File: config.mk
export PLATFORM = sky130hd
export DESIGN_NAME = vram_fetch
export DESIGN_NICKNAME = d
export VERILOG_FILES = /design/src/rtl/vram_pkg.sv /design/src/rtl/vram_toggle_det.sv /design/src/rtl/vram_fetch.sv
export SDC_FILE = /design/constraint.sdc
export NUM_CORES = 1
export LEC_CHECK = 0
export ABC_CLOCK_PERIOD_IN_PS = 3050
export BUFFER_PORTS_ARGS = -buffer_cell sky130_fd_sc_hd__clkbuf_2
export CORE_UTILIZATION = 50
export CTS_CLUSTER_DIAMETER = 150
export DETAILED_ROUTE_END_ITERATION = 7
export PLACE_DENSITY = 0.8
export SLEW_MARGIN = 40
export SYNTH_ARGS = -nofsm -noshare
export SYNTH_HDL_FRONTEND = slang
export SYNTH_SLANG_ARGS = --single-unit
File: constraint.sdc
create_clock -name CLK_VIDEO -period 3.05 [get_ports CLK_VIDEO]
set_input_delay 0.61 -clock CLK_VIDEO [delete_from_list [all_inputs] [get_ports CLK_VIDEO]]
set_output_delay 0.61 -clock CLK_VIDEO [all_outputs]
set_load 0.1 [all_outputs]
File: src/rtl/vram_pkg.sv
`default_nettype none
// ============================================================================
// Module      : vram_pkg
// Description : Shared definitions for the VRAM fetch block: default memory
//               address/data widths and the fetch FSM state encoding.
// Revision    : 1.0 - initial release
// ============================================================================
package vram_pkg;

    // Default word-address and data widths of the video memory port.
    localparam int C_AW_DEFAULT = 19;
    localparam int C_DW_DEFAULT = 16;

    // Fetch sequencer states.
    typedef enum logic [1:0] {
        IDLE   = 2'd0,
        RD1    = 2'd1,
        RD2    = 2'd2,
        COMMIT = 2'd3
    } state_t;

endpackage : vram_pkg
`default_nettype wire

File: src/rtl/vram_toggle_det.sv
`default_nettype none
// ============================================================================
// Module      : vram_toggle_det
// Description : Turns every level change of the fetch toggle into a
//               single-cycle request pulse.
//               Ports:
//                 clk    - clock
//                 rst_n  - asynchronous active-low reset
//                 i_rd   - fetch toggle from the video controller
//                 o_req  - one-cycle request pulse
// Revision    : 1.0 - initial release
// ============================================================================
module vram_toggle_det (
    input  logic clk,
    input  logic rst_n,
    input  logic i_rd,
    output logic o_req
);
    import vram_pkg::*;

    logic r_rd_d;
    logic r_armed;

    // r_rd_d follows the toggle every cycle, including the first cycle after
    // reset release while r_armed is still low; the level present at release
    // is therefore absorbed and never seen as an edge.
    always_ff @(posedge clk or negedge rst_n) begin
        if (!rst_n) begin
            r_rd_d  <= 1'b0;
            r_armed <= 1'b0;
        end else begin
            r_rd_d  <= i_rd;
            r_armed <= 1'b1;
        end
    end

    // Combinational so the addresses are latched on the same edge that the
    // toggle is detected.
    assign o_req = r_armed & (i_rd ^ r_rd_d);

endmodule : vram_toggle_det
`default_nettype wire

File: src/rtl/vram_fetch.sv
`default_nettype none
// ============================================================================
// Module      : vram_fetch
// Description : Fetches a pair of VRAM words per toggle of vram_rd using a
//               simple req/ack memory port, and presents both words at once.
//               Ports:
//                 CLK_VIDEO              - master clock (rising edge)
//                 reset_n                - asynchronous active-low reset
//                 vram_rd                - fetch toggle, one fetch per change
//                 vram_addr1/vram_addr2  - word addresses of the pair
//                 vram_dout1/vram_dout2  - fetched pair, updated together
//                 mem_req/mem_addr       - memory read request (level)
//                 mem_ack/mem_din        - one-cycle ack with read data
//                 busy                   - fetch active or queued
//                 overrun                - sticky: toggle during a fetch
// Revision    : 1.0 - initial release
// ============================================================================
module vram_fetch
    import vram_pkg::*;
#(
    parameter int AW = C_AW_DEFAULT,
    parameter int DW = C_DW_DEFAULT
) (
    input  logic          CLK_VIDEO,
    input  logic          reset_n,
    input  logic          vram_rd,
    input  logic [AW-1:0] vram_addr1,
    input  logic [AW-1:0] vram_addr2,
    output logic [DW-1:0] vram_dout1,
    output logic [DW-1:0] vram_dout2,
    output logic          mem_req,
    output logic [AW-1:0] mem_addr,
    input  logic          mem_ack,
    input  logic [DW-1:0] mem_din,
    output logic          busy,
    output logic          overrun
);

    state_t        r_state;
    state_t        w_next;
    logic          w_req;
    logic          w_mem_req;
    logic [AW-1:0] w_mem_addr;

    logic [AW-1:0] r_a1;
    logic [AW-1:0] r_a2;
    logic [AW-1:0] r_p1;
    logic [AW-1:0] r_p2;
    logic          r_pending;
    logic          r_overrun;
    logic [DW-1:0] r_buf1;
    logic [DW-1:0] r_buf2;
    logic [DW-1:0] r_dout1;
    logic [DW-1:0] r_dout2;

    vram_toggle_det u_toggle_det (
        .clk   (CLK_VIDEO),
        .rst_n (reset_n),
        .i_rd  (vram_rd),
        .o_req (w_req)
    );

    // ------------------------------------------------------------------
    // FSM state register
    // ------------------------------------------------------------------
    always_ff @(posedge CLK_VIDEO or negedge reset_n) begin
        if (!reset_n) begin
            r_state <= IDLE;
        end else begin
            r_state <= w_next;
        end
    end

    // ------------------------------------------------------------------
    // Next state and memory-port outputs. The request is decoded from the
    // registered state only, so it holds steady until the ack and drops
    // immediately when reset forces the state back to IDLE.
    // ------------------------------------------------------------------
    always_comb begin
        w_next     = r_state;
        w_mem_req  = 1'b0;
        w_mem_addr = '0;
        case (r_state)
            IDLE: begin
                if (w_req) begin
                    w_next = RD1;
                end
            end
            RD1: begin
                w_mem_req  = 1'b1;
                w_mem_addr = r_a1;
                if (mem_ack) begin
                    w_next = RD2;
                end
            end
            RD2: begin
                w_mem_req  = 1'b1;
                w_mem_addr = r_a2;
                if (mem_ack) begin
                    w_next = COMMIT;
                end
            end
            COMMIT: begin
                // A toggle arriving on the exit cycle is queued rather than lost.
                if (w_req || r_pending) begin
                    w_next = RD1;
                end else begin
                    w_next = IDLE;
                end
            end
            default: begin
                w_next = IDLE;
            end
        endcase
    end

    // ------------------------------------------------------------------
    // Address latches, data buffers, pending queue and output pair
    // ------------------------------------------------------------------
    always_ff @(posedge CLK_VIDEO or negedge reset_n) begin
        if (!reset_n) begin
            r_a1      <= '0;
            r_a2      <= '0;
            r_p1      <= '0;
            r_p2      <= '0;
            r_pending <= 1'b0;
            r_overrun <= 1'b0;
            r_buf1    <= '0;
            r_buf2    <= '0;
            r_dout1   <= '0;
            r_dout2   <= '0;
        end else begin
            if (w_req && (r_state != IDLE)) begin
                r_overrun <= 1'b1;
            end
            case (r_state)
                IDLE: begin
                    if (w_req) begin
                        r_a1 <= vram_addr1;
                        r_a2 <= vram_addr2;
                    end
                end
                RD1: begin
                    if (mem_ack) begin
                        r_buf1 <= mem_din;
                    end
                    // Single-entry queue: a newer toggle overwrites an older one.
                    if (w_req) begin
                        r_pending <= 1'b1;
                        r_p1      <= vram_addr1;
                        r_p2      <= vram_addr2;
                    end
                end
                RD2: begin
                    if (mem_ack) begin
                        r_buf2 <= mem_din;
                    end
                    if (w_req) begin
                        r_pending <= 1'b1;
                        r_p1      <= vram_addr1;
                        r_p2      <= vram_addr2;
                    end
                end
                COMMIT: begin
                    // Both words land on the same edge so the pair is never torn.
                    r_dout1   <= r_buf1;
                    r_dout2   <= r_buf2;
                    r_pending <= 1'b0;
                    // A toggle on this cycle is the newest request and wins
                    // over any queued one.
                    if (w_req) begin
                        r_a1 <= vram_addr1;
                        r_a2 <= vram_addr2;
                    end else if (r_pending) begin
                        r_a1 <= r_p1;
                        r_a2 <= r_p2;
                    end
                end
                default: begin
                end
            endcase
        end
    end

    assign mem_req    = w_mem_req;
    assign mem_addr   = w_mem_addr;
    assign vram_dout1 = r_dout1;
    assign vram_dout2 = r_dout2;
    assign busy       = (r_state != IDLE) | r_pending;
    assign overrun    = r_overrun;

endmodule : vram_fetch
`default_nettype wire

Word-level counts from Yosys, hierarchy flattened

Index checks and enable logic that the tools add are counted.
W data, S select, Z words.

Flip-flop bits (word level): 146
Bits of input ports: 58
Output and inout port bits: 54
Logic and storage cells: 54

Eq/ne operators: 8
Muxes and demuxes: 17
Bitwise operators: 3
Reductions and logical operators: 13

Operators with widths:

| operator             | number |
|---|---|
| $mux W19             | 6 |
| $pmux W19 S2         | 3 |
| $pmux W2 S4          | 1 |
| $reduce_and A2 Y1    | 4 |
| $mux W2              | 3 |
| $ne A2 B2 Y1 const B | 3 |
| $reduce_and A3 Y1    | 2 |
| $reduce_bool A2 Y1   | 3 |
| $eq A2 B2 Y1 const B | 2 |
| $mux W1              | 3 |
| $ne A3 B3 Y1 const B | 1 |
| $eq A2 B1 Y1 const B | 1 |
| $logic_not A2 Y1     | 1 |
| $ne A2 B1 Y1 const B | 1 |
| $pmux W1 S2          | 1 |
| $reduce_or A2 Y1     | 1 |
| $and A1 B1 Y1        | 1 |
| $logic_and A1 B1 Y1  | 1 |
| $logic_or A1 B1 Y1   | 1 |
| $or A1 B1 Y1         | 1 |
| $xor A1 B1 Y1        | 1 |

Longest topological paths before layout

Depth after elaboration: 5
Mapped depth: 8
Depth with buffers taken out: 6

Hierarchy

Synthesis repeated with hierarchy kept, for this count alone.

Cell total of the unflattened synthesis: 416
Area, all modules: 6379.9 µm²

Modules (own cells, without submodules):

| module          | times used | cells each | area an instance (µm²) |
|---|---|---|---|
| vram_fetch      | 1          | 411        | 6311.1 |
| vram_toggle_det | 1          | 5          | 68.8 |

Worst setup path after synthesis

No wires, ideal clock.

Kind: reg-to-output
Start point: register r_state[0]
End point: output port mem_addr[10]
Arrival time: 3.095 ns
Data required time: 2.440 ns
Setup slack: -0.655 ns
Stages on the path, launching flop included: 6
Cell sequence: dfrtp_1 -> inv_1 -> ha_1 -> inv_1 -> clkbuf_1 -> nor2_1

Word-level cells in the longest chain between the ends: 2
Elaborated cells between the ends (all ways): 3

Ends and longest elaborated chain:

| what                                         | RTL line         | RTL |
|---|---|---|
| start, declared                              | vram_fetch.sv:39 | `state_t r_state;` |
| start signal, assigned                       | vram_fetch.sv:70 | `r_state <= w_next;` |
| $eq A2 B2 Y1 or $eq A2 B1 Y1 (tied branches) | vram_fetch.sv:83 | `case (r_state)` |
| $pmux W19 S2 (*)                             | vram_fetch.sv:83 |  |
| end, declared                                | vram_fetch.sv:32 | `output logic [AW-1:0] mem_addr,` |

Every way passes the cells marked *; elsewhere a longest branch is shown, timed or not.

Final worst setup path

Start point: register r_state[0]
End point: output port mem_addr[13]

The elaborated chain is that of the path after synthesis.

==> results.txt <==
----------------------------------------------------
[Outcome]
  Outcome ... finished clean

[Timing]
  Final Critical Period ... 2940 ps
  RSZ-0062 raised after global routing ... false
  Worst hold margin ... 231 ps
  Period Utilization, post-route ... 96.4%
  Total setup violations reported at the end of the flow ... 0
  Clock skew ... 5.68 ps
  Maximum clock frequency ... 340 MHz
  Slew @ Worst Pin ... 781 ps
  Final slew viol count ... 0
  Hold Fails Final Rpt ... 0
  Headroom to the max-slew limit ... 47.8%
  Setup tns final ... 0 ps

[Yosys]
  Number of flops mapped to enable cells by yosys ... 0
  Synthesized area per cell ... 13.4 µm²
  Most numerous cell types in the synthesized netlist ... sky130_fd_sc_hd__dfrtp_1, sky130_fd_sc_hd__mux2_2, sky130_fd_sc_hd__nor2_1
  Post-synthesis sequential element count ... 146
  Yosys top cell area share ... 59.1%
  Area fraction in compound gates after synthesis ... 6.66%
  Number of warnings reported in the yosys synthesis log ... 0
  Post-synthesis xor/xnor area fraction ... 0.263%
  Mapped Cells ... 460
  Share of the yosys chip area belonging to registers ... 59.1%
  Combinational family with the most area after synthesis ... multiplexers
  Fraction of the mapped netlist area in simple logic gates ... 4.15%
  Synth async-reset ratio ... 100%
  Largest area contributor in the synthesized netlist ... sky130_fd_sc_hd__dfrtp_1
  Most used flip-flop cell after synthesis ... sky130_fd_sc_hd__dfrtp_1
  Most common cell in the synthesized netlist ... sky130_fd_sc_hd__dfrtp_1
  Nets in the synthesized netlist ... 522
  Area share of fa/ha/maj cells after synthesis ... 0.810%
  Area of the mapped netlist ... 6180 µm²
  Top cells by area, synth ... sky130_fd_sc_hd__dfrtp_1, sky130_fd_sc_hd__mux2_2, sky130_fd_sc_hd__mux2i_1
  Post-synthesis mux area share ... 26.1%
  Synth cell types ... 28

[Die]
  Die boundary height ... 113 µm
  Core ar. ... 12,000 µm²
  Initial Util ... 51.5%
  Die X ... 113 µm
  Top Ports ... 112
  Floorplan row count ... 40
  Die Area ... 12,800 µm²

[Clock network]
  Clock tree from TritonCTS ... yes
  Cells resized by post-CTS repair ... 0
  Total setup buffers inserted after CTS ... 0
  Maximum count of clock buffers along a single path ... 2
  CTS Hold Bufs ... 0
  Clock Tree Root ... sky130_fd_sc_hd__clkbuf_16
  Source-to-sink clock delay at the later pin of the worst-skew pair ... 420 ps
  Sink count of the clock tree ... 146
  Clock transition at the registers of the reported paths ... 60 ps
  Cts bufs inserted ... 17
  # H-tree levels ... 4

[Worst setup path]
  Register-to-Register Setup Slack ... 770 ps
  Critical Path Source ... r_state[0]$_DFFE_PN0P_
  Critical Path Slowest Stage Cell ... sky130_fd_sc_hd__buf_4
  Worst-path cell chain ... inv_1, ha_2, inv_2, buf_4, nor2_4, clkbuf_2
  Number of cells on the critical path ... 6
  Number of buffer and inverter instances along the worst setup path ... 4
  Critical path required time ... 2440 ps
  Family with the most delay on the worst path ... buffers and inverters
  Critical Path Fanout Max ... 19
  Sort of element at the end of the critical path ... output pin
  Type of the worst setup path ... flip-flop to output pin
  Maximum single-stage delay on the critical path ... 480 ps
  Kind of start point of the critical path ... flip-flop
  Reg-to-Reg End ... r_a1[2]$_DFFE_PN0P_
  Setup crit end ... mem_addr[13]
  R2r worst-path depth ... 7
  Critical register-to-register path startpoint ... r_state[0]$_DFFE_PN0P_
  CP Data Arrival Time ... 2330 ps

[Final layout]
  Number of filler instances in the final layout ... 908
  Ratio of cells with drive above 1 in the final layout ... 48.0%
  Multi-input gate area in the final layout ... 2510 µm²
  # nets final ... 634
  Layout Area Growth over Synthesis ... 24.2%
  Reg area ... 3650 µm²
  Final instance area ... 7680 µm²

[Place]
  Total of buffers placed on input and output ports ... 111
  Final weighted congestion in routability-driven placement ... 0.767
  HPWL after detailed placement ... 8830 µm
  Post-Place Cell Area ... 7030 µm²

[Route]
  Overall routed net length ... 13,000 µm
  Vias ... 4,000
  Post-DR wirelength/cell ... 17.7 µm
  Number of DRC violations after detailed routing ... 0
  Antenna-violating nets left ... 0
  First DRT Iteration DRCs ... 187
  Number of iterations in the first detailed-routing pass ... 4
  Mean number of vias per cell ... 5.46

[Global routing]
  Number of global-route vias before repair ... 4,301
  Largest net degree at the start of global routing ... 84
  Total global routing overflow ... 0
  First-pass GRT wire length ... 21,300 µm
  Initial antenna violation count ... 1
  Combined global-route utilization of all metal layers ... 22.0%

[Min path]
  Path class of the lowest-slack min-delay path ... input port to asynchronous set/reset pin

[Flow run]
  # Max-Cap Violations ... 0

----------------------------------------------------
==> cell usage in the layout (no fill, tap or decap), types with 3 or more instances in the layout <==
cell type / n
sky130_fd_sc_hd__nor2_4: 19
sky130_fd_sc_hd__inv_6: 4
sky130_fd_sc_hd__clkbuf_2: 110
sky130_fd_sc_hd__clkbuf_16: 17
sky130_fd_sc_hd__dfrtp_1: 146
sky130_fd_sc_hd__bufinv_16: 4
sky130_fd_sc_hd__clkinv_4: 3
sky130_fd_sc_hd__mux2_2: 82
sky130_fd_sc_hd__buf_4: 8
sky130_fd_sc_hd__mux2_4: 20
sky130_fd_sc_hd__a22oi_1: 19
sky130_fd_sc_hd__a21oi_1: 40
sky130_fd_sc_hd__mux2i_1: 39
sky130_fd_sc_hd__nor2_1: 39
sky130_fd_sc_hd__ha_1: 3
sky130_fd_sc_hd__inv_1: 4
==> cell type report <==
cell class / instances / area share, %
clock inverter: 14 / 2.62
clock buffer: 18 / 5.72
antenna: 1 / 0.0326
multi-input combinational: 281 / 32.8
inverter: 5 / 0.244
tap: 147 / 2.40
timing repair buffer: 121 / 8.65
sequential: 146 / 47.6
==> logic make-up (layout without fill, tap and decap cells) <==
| kind of cell | count (synthesis) | after routing |
|---|---|---|
| XOR/XNOR | 1 | 1 |
| AO/OA/AOI/OAI | 68 | 68 |
| other | 1 | 2 |
| buffers and inverters | 33 | 158 |
| adder cells (fa/ha/maj) | 4 | 4 |
| flip-flops | 146 | 146 |
| multiplexers | 141 | 141 |
| AND/OR/NAND/NOR | 66 | 66 |
==> state kept, by name, summed over array words and instances (netlist names) <==
signal / cells
r_a1: 19
r_a2: 19
r_p1: 19
r_p2: 19
r_buf1: 16
r_buf2: 16
vram_dout1: 16
vram_dout2: 16
r_state: 2
overrun: 1
r_pending: 1
u_toggle_det.r_armed: 1
u_toggle_det.r_rd_d: 1
==> stage by stage <==
step / setup WS, ps / utilization [%] / instances
global route: 27.2 / 63.9 / 732
CTS: 108 / 63.9 / 732
floorplan: 30.1 / - / 460
global placement: 636 / 58.5 / 700
detailed placement: 551 / 58.5 / 700
finish: 109 / 63.9 / 733
==> worst min-delay path by stage <==
stage,startpoint,to,depth (start not counted)
3_5_place_dp,overrun$_DFFE_PN0P_,overrun$_DFFE_PN0P_,1
3_3_place_gp,overrun$_DFFE_PN0P_,overrun$_DFFE_PN0P_,1
5_1_grt,reset_n,r_a2[2]$_DFFE_PN0P_,1
2_1_floorplan,reset_n,overrun$_DFFE_PN0P_,0
4_1_cts,reset_n,r_a2[2]$_DFFE_PN0P_,1
6_report,reset_n,r_a2[2]$_DFFE_PN0P_,1
==> layer usage <==
metal	share of wire (%)	vias to the layer above	track usage (%)
li1	-	1848	-
met1	40	2008	25.8
met2	50	118	36.0
met3	7.4	26	8.19
met4	2.3	0	10.0
met5	0	-	0
Power is left out: the tool's default activity adds up to more than one toggle a clock period on the data nets, which glitch-free logic cannot reach.
